==> src/rtl/matmul_sequencer.sv <==
`default_nettype none
// ============================================================================
//  Module      : matmul_sequencer
//  Description : Control-only scheduler for an N x N matrix product C = A*B.
//                Walks i, j, k in row-major order, issues operand read
//                addresses, drives the MAC clear/accumulate enables and the
//                result write strobe/address, then pulses done.
//  Revision    : 1.0 - initial release
// ----------------------------------------------------------------------------
//  Ports
//    clk      in   clock, rising edge
//    rst      in   asynchronous active-high reset
//    start    in   begin a multiplication (sampled only in IDLE)
//    abort    in   synchronous cancel, any state (wins over start)
//    busy     out  high in RUN and DRAIN
//    done     out  one-cycle completion pulse
//    rd_en    out  operand memory read enable
//    a_addr   out  A address = i*N + k
//    b_addr   out  B address = k*N + j
//    mac_en   out  MAC consumes operand data this cycle
//    mac_clr  out  with mac_en: load product instead of accumulating
//    c_we     out  result write strobe
//    c_addr   out  C address = i*N + j of the element being written
// ============================================================================
module matmul_sequencer #(
    parameter int N  = 4,
    parameter int AW = 8
) (
    input  logic          clk,
    input  logic          rst,
    input  logic          start,
    input  logic          abort,
    output logic          busy,
    output logic          done,
    output logic          rd_en,
    output logic [AW-1:0] a_addr,
    output logic [AW-1:0] b_addr,
    output logic          mac_en,
    output logic          mac_clr,
    output logic          c_we,
    output logic [AW-1:0] c_addr
);

    localparam int              CW     = (N > 1) ? $clog2(N) : 1;
    localparam logic [CW-1:0]   IDX_LAST = CW'(N - 1);
    localparam logic [AW-1:0]   N_AW   = AW'(N);

    typedef enum logic [1:0] {
        ST_IDLE  = 2'd0,
        ST_RUN   = 2'd1,
        ST_DRAIN = 2'd2,
        ST_DONE  = 2'd3
    } state_t;

    state_t        state_q, state_d;
    logic [CW-1:0] i_q, i_d;
    logic [CW-1:0] j_q, j_d;
    logic [CW-1:0] k_q, k_d;
    logic          drain_q, drain_d;

    // Pipeline registers: stage 1 aligns with operand data, stage 2 with
    // the registered accumulator output.
    logic          mac_en_q;
    logic          mac_clr_q;
    logic          last_q;
    logic [AW-1:0] ij_q;
    logic          c_we_q;
    logic [AW-1:0] c_addr_q;

    logic          run_active;
    logic [AW-1:0] i_ext, j_ext, k_ext;

    assign run_active = (state_q == ST_RUN);
    assign i_ext      = AW'(i_q);
    assign j_ext      = AW'(j_q);
    assign k_ext      = AW'(k_q);

    // ------------------------------------------------------------------
    // State and loop counters
    // ------------------------------------------------------------------
    always_ff @(posedge clk or posedge rst) begin
        if (rst) begin
            state_q <= ST_IDLE;
            i_q     <= '0;
            j_q     <= '0;
            k_q     <= '0;
            drain_q <= 1'b0;
        end else begin
            state_q <= state_d;
            i_q     <= i_d;
            j_q     <= j_d;
            k_q     <= k_d;
            drain_q <= drain_d;
        end
    end

    always_comb begin
        state_d = state_q;
        i_d     = i_q;
        j_d     = j_q;
        k_d     = k_q;
        drain_d = drain_q;

        case (state_q)
            ST_IDLE: begin
                if (start) begin
                    state_d = ST_RUN;
                    i_d     = '0;
                    j_d     = '0;
                    k_d     = '0;
                end
            end
            ST_RUN: begin
                if (k_q == IDX_LAST) begin
                    k_d = '0;
                    if (j_q == IDX_LAST) begin
                        j_d = '0;
                        if (i_q == IDX_LAST) begin
                            i_d     = '0;
                            state_d = ST_DRAIN;
                            drain_d = 1'b0;
                        end else begin
                            i_d = i_q + CW'(1);
                        end
                    end else begin
                        j_d = j_q + CW'(1);
                    end
                end else begin
                    k_d = k_q + CW'(1);
                end
            end
            ST_DRAIN: begin
                // Two cycles: one for the MAC to absorb the last operands,
                // one for the final C write.
                if (drain_q) begin
                    drain_d = 1'b0;
                    state_d = ST_DONE;
                end else begin
                    drain_d = 1'b1;
                end
            end
            ST_DONE: begin
                state_d = ST_IDLE;
            end
            default: begin
                state_d = ST_IDLE;
            end
        endcase

        if (abort) begin
            state_d = ST_IDLE;
            i_d     = '0;
            j_d     = '0;
            k_d     = '0;
            drain_d = 1'b0;
        end
    end

    // ------------------------------------------------------------------
    // MAC / write-back pipeline
    // ------------------------------------------------------------------
    always_ff @(posedge clk or posedge rst) begin
        if (rst) begin
            mac_en_q  <= 1'b0;
            mac_clr_q <= 1'b0;
            last_q    <= 1'b0;
            ij_q      <= '0;
            c_we_q    <= 1'b0;
            c_addr_q  <= '0;
        end else if (abort) begin
            mac_en_q  <= 1'b0;
            mac_clr_q <= 1'b0;
            last_q    <= 1'b0;
            ij_q      <= '0;
            c_we_q    <= 1'b0;
            c_addr_q  <= '0;
        end else begin
            mac_en_q  <= run_active;
            mac_clr_q <= run_active && (k_q == '0);
            last_q    <= run_active && (k_q == IDX_LAST);
            ij_q      <= i_ext * N_AW + j_ext;
            c_we_q    <= mac_en_q && last_q;
            c_addr_q  <= ij_q;
        end
    end

    // ------------------------------------------------------------------
    // Outputs
    // ------------------------------------------------------------------
    assign busy    = (state_q == ST_RUN) || (state_q == ST_DRAIN);
    assign done    = (state_q == ST_DONE);
    assign rd_en   = run_active;
    assign a_addr  = i_ext * N_AW + k_ext;
    assign b_addr  = k_ext * N_AW + j_ext;
    assign mac_en  = mac_en_q;
    assign mac_clr = mac_clr_q;
    assign c_we    = c_we_q;
    assign c_addr  = c_addr_q;

endmodule
`default_nettype wire

==> config.mk <==
export PLATFORM = sky130hd
export DESIGN_NAME = matmul_sequencer
export DESIGN_NICKNAME = d
export VERILOG_FILES = /design/src/rtl/matmul_sequencer.sv
export SDC_FILE = /design/constraint.sdc
export NUM_CORES = 1
export LEC_CHECK = 0
export ABC_AREA = 1
export BUFFER_PORTS_ARGS = -buffer_cell sky130_fd_sc_hd__buf_2
export CORE_AREA = 5 5 60 62
export CTS_CLUSTER_DIAMETER = 80
export CTS_CLUSTER_SIZE = 28
export DETAILED_ROUTE_END_ITERATION = 10
export DIE_AREA = 0 0 65 67
export GPL_ROUTABILITY_DRIVEN = 0
export PLACE_DENSITY_LB_ADDON = 0.05
export SYNTH_ARGS = -nofsm -noshare
export SYNTH_HDL_FRONTEND = slang
export SYNTH_SLANG_ARGS = --single-unit
==> constraint.sdc <==
create_clock -name clk -period 4.32 [get_ports clk]
set_clock_uncertainty 0.1 [all_clocks]
set_input_delay 0.216 -clock clk [delete_from_list [all_inputs] [get_ports clk]]
set_output_delay 0.216 -clock clk [all_outputs]
set_load 0.02 [all_outputs]
==> load_flow_metrics.sql <==
INSERT INTO impl_metrics (metric_group, metric, value, unit) VALUES
('clock_network', 'clock_path_buffers', '2', ''),
('worst_setup_path', 'slowest_stage', 'sky130_fd_sc_hd__dfrtp_1', ''),
('sta', 'timing_max_transition_violations_final', '0', ''),
('worst_hold_path', 'min_path_cells', '5', ''),
('floorplan', 'die_area', '4360', 'sq um'),
('clock_network', 'cts-root-buf', 'sky130_fd_sc_hd__clkbuf_4', ''),
('global_routing', 'grt_antenna_before_repair', '0', ''),
('worst_setup_path', 'ff2ff_setup_slack', '2660', 'ps'),
('clock_network', 'numClockSinks', '21', ''),
('logic_synthesis', 'synth_sequential_area_ratio', '45.1', '%'),
('routing', 'routed_wire_length_per_instance', '11.5', 'microns'),
('power', 'highest_ir_drop_seen_on_vdd', '0.000210', 'V'),
('final_layout', 'nets', '170', ''),
('sta', 'max_freq', '595', 'MHz'),
('routing', 'drt_pass1_iterations', '4', ''),
('run_status', 'run_status', 'complete, no violations', ''),
('floorplan', 'floorplan.die.width', '65', 'microns'),
('worst_hold_path', 'hold_start', 'start', ''),
('floorplan', 'placement_rows', '20', ''),
('routing', 'vias_per_cell', '4.36', ''),
('floorplan', 'coreArea', '2980', 'sq um'),
('sta', 'rsz0062_at_grt', 'false', ''),
('worst_setup_path', 'cp_data_arrival_time', '1360', 'ps'),
('placement', 'io_buffers', '21', ''),
('worst_hold_path', 'hold_end', 'k_q[1]', ''),
('worst_setup_path', 'timing.reg2reg.worst_path_depth', '9', ''),
('global_routing', 'first_global_vias', '795', ''),
('power', 'power_leakage', '0.752', 'nW'),
('worst_setup_path', 'critical_path.startpoint_type', 'register', ''),
('sta', 'setup-tns-final', '0', 'ps'),
('global_routing', 'grt_pass1_wl', '3.51', 'mm'),
('worst_setup_path', 'critical_path.endpoint_type', 'output port', ''),
('logic_synthesis', 'ys.warnings.count', '0', ''),
('sta', 'setup_viol', '0', ''),
('logic_synthesis', 'syn_area', '1170', 'sq um'),
('clock_network', 'postCtsResizedCells', '0', ''),
('sta', 'report.final.hold_viol_count', '0', ''),
('logic_synthesis', 'ys_top_cells_by_area', 'sky130_fd_sc_hd__dfrtp_1 45%, sky130_fd_sc_hd__ha_1 11%, sky130_fd_sc_hd__buf_4 9.0%', ''),
('worst_setup_path', 'worstPathCellList', 'inv_1 -> ha_1 -> buf_2', ''),
('sta', 'layout_worst_path_cycle_share', '38.9', '%'),
('final_layout', 'post_route_cells_drive_above_1_share', '20.6', '%'),
('sta', 'holdWs', '205', 'ps'),
('final_layout', 'diode_insertion_count_for_antenna_repair', '0', ''),
('routing', 'wirelength', '2.16', 'mm'),
('logic_synthesis', 'synth.ff_latch_count', '21', ''),
('logic_synthesis', 'mean_syn_cell_area', '8.70', 'sq um'),
('sta', 'maxSlewHeadroom', '45.8', '%'),
('final_layout', 'flow.area_growth_from_synthesis', '8.91', '%'),
('logic_synthesis', 'synthCells', '134', ''),
('global_routing', 'track_usage', '10.3', '%'),
('logic_synthesis', 'yosys.area.top_type', 'sky130_fd_sc_hd__dfrtp_1', ''),
('logic_synthesis', 'synth.top_cell.area_share', '45.1', '%'),
('floorplan', 'floorplan.io_pins', '34', ''),
('clock_network', 'tritoncts.num_buffers', '3', ''),
('sta', 'worst-slew-pin-transition', '812', 'ps'),
('routing', 'detailedRoute.firstIterationViolations', '22', ''),
('clock_network', 'clk_latency', '310', 'ps'),
('clock_network', 'cts_tree', 'yes', ''),
('worst_hold_path', 'min_path_type', 'primary input to register', ''),
('floorplan', 'initial_core_util', '39.2', '%'),
('clock_network', 'cts_post_setup_buffers_inserted', '0', ''),
('worst_setup_path', 'criticalPathCategory', 'register to output port', ''),
('worst_setup_path', 'timing.rr.end', 'state_q[0]', ''),
('global_routing', 'maximum_number_of_pins_on_one_net_before_global_route_repair', '22', ''),
('sta', 'finalCriticalPeriod', '1680', 'ps'),
('placement', 'hpwlAfterDp', '1.67', 'mm'),
('flow_run', 'timing.max_cap.violations', '0', ''),
('floorplan', 'die-height', '67', 'microns'),
('worst_setup_path', 'cp.required', '4000', 'ps'),
('power', 'p_per_area', '494', 'nW/um^2'),
('worst_setup_path', 'reg2reg_from', 'state_q[1]', ''),
('clock_network', 'cts_max_level', '1', ''),
('final_layout', 'fillerInstances', '320', ''),
('logic_synthesis', 'yosys.cell_types.count', '23', ''),
('global_routing', 'grt-ovfl-total', '0', ''),
('worst_setup_path', 'slowest_delay', '440', 'ps'),
('routing', 'detailroute.via_count', '819', ''),
('routing', 'antenna_left', '0', ''),
('routing', 'drc_errors', '0', ''),
('worst_setup_path', 'crit_path_max_fanout', '7', ''),
('clock_network', 'clkTransAtPathRegs', '130', 'ps');
[how the worst max path moves through the flow]
stage                     slack, ps        from  cells past startpoint         end
after floorplan                2860  state_q[1]                      9  state_q[0]
after global placement         2730  state_q[1]                      9  state_q[0]
after detailed placement       2680  state_q[1]                      9  state_q[0]
after CTS                      2630  state_q[1]                      3        busy
after global routing           2550  state_q[1]                      9  state_q[0]
final                          2640  state_q[1]                      3        busy
[placed cells by master (no fill, tap or decap), types with 3 or more instances in the layout]
cell type                  count
sky130_fd_sc_hd__buf_2        21
sky130_fd_sc_hd__nor2_1       18
sky130_fd_sc_hd__dfrtp_1      21
sky130_fd_sc_hd__nand2_1      22
sky130_fd_sc_hd__nand3_1       7
sky130_fd_sc_hd__ha_1         10
sky130_fd_sc_hd__conb_1       12
sky130_fd_sc_hd__clkbuf_4      3
sky130_fd_sc_hd__inv_1        20
sky130_fd_sc_hd__o21ai_0       4
sky130_fd_sc_hd__o21ai_1       3
[stage by stage]
step | total power [W] | setup slack [ps] | std cells | utilization [%] | cell area (sq um)
floorplan | 0.000480 | 2860 | 145 | - | 1210
global placement | 0.000538 | 2730 | 183 | 41.4 | 1230
detailed placement | 0.000538 | 2680 | 183 | 41.4 | 1230
CTS | 0.000637 | 2630 | 188 | 42.6 | 1270
global route | 0.000677 | 2550 | 188 | 42.6 | 1270
finish | 0.000628 | 2640 | 188 | 42.6 | 1270
[cell usage after synthesis (all sizes together)]
cell     n
nor3     1
nand4    1
ha      10
inv     22
conb     1
buf     16
o21bai   2
o21ai    7
nor2    20
a21oi    1
nand3    8
dfrtp   21
nand2   24
[sequential cells by signal (all words and copies together) (netlist names)]
signal / cells
c_addr: 4
ij_q: 4
i_q: 2
j_q: 2
k_q: 2
state_q: 2
c_we: 1
drain_q: 1
last_q: 1
mac_clr: 1
mac_en: 1
[where the power goes]
group / switching (W) / internal (W) / leakage, nW
clock network: 0.0000631 / 0.0000345 / 0.0177
logic: 0.000187 / 0.0000883 / 0.446
registers: 0.0000248 / 0.000230 / 0.288
[routing by layer]
metal / part of all wire [%] / GRT usage (%)
met5: 0 / 0
met4: 0.97 / 3.96
met3: 4.0 / 2.19
met2: 50 / 17.5
met1: 45 / 12.6
[cells by family after synthesis]
logic type      share of synthesized area (%)
simple gates                             21.5
buf+inv                                  17.7
flops                                    45.1
compound gates                           4.72
fa+ha+maj                                10.7
other cells                             0.322
[critical path: cells and delay by family, from the launching register on]
| family | cells | cell delay [ps] |
|---|---|---|
| adder cells (fa/ha/maj) | 1 | 280 |
| buffers and inverters | 2 | 350 |
| flip-flops | 1 | 440 |
[layout make-up]
class	instances	area, sq um	area share [%]
sequential	21	526	41.4
multi-input combinational	86	475	37.4
timing repair buffer	22	115	9.06
inverter	22	85.1	6.70
tap	33	41.3	3.25
clock buffer	3	22.5	1.77
clock inverter	1	5.00	0.394
[repair_timing]
| action | 4_1_cts | 5_1_grt |
|---|---|---|
| hold buffers | 1 | 0 |
| endpoints found under the hold margin | 21 | 0 |
| setup endpoints to repair | 0 | 0 |
(Power assumes the default switching activity.)
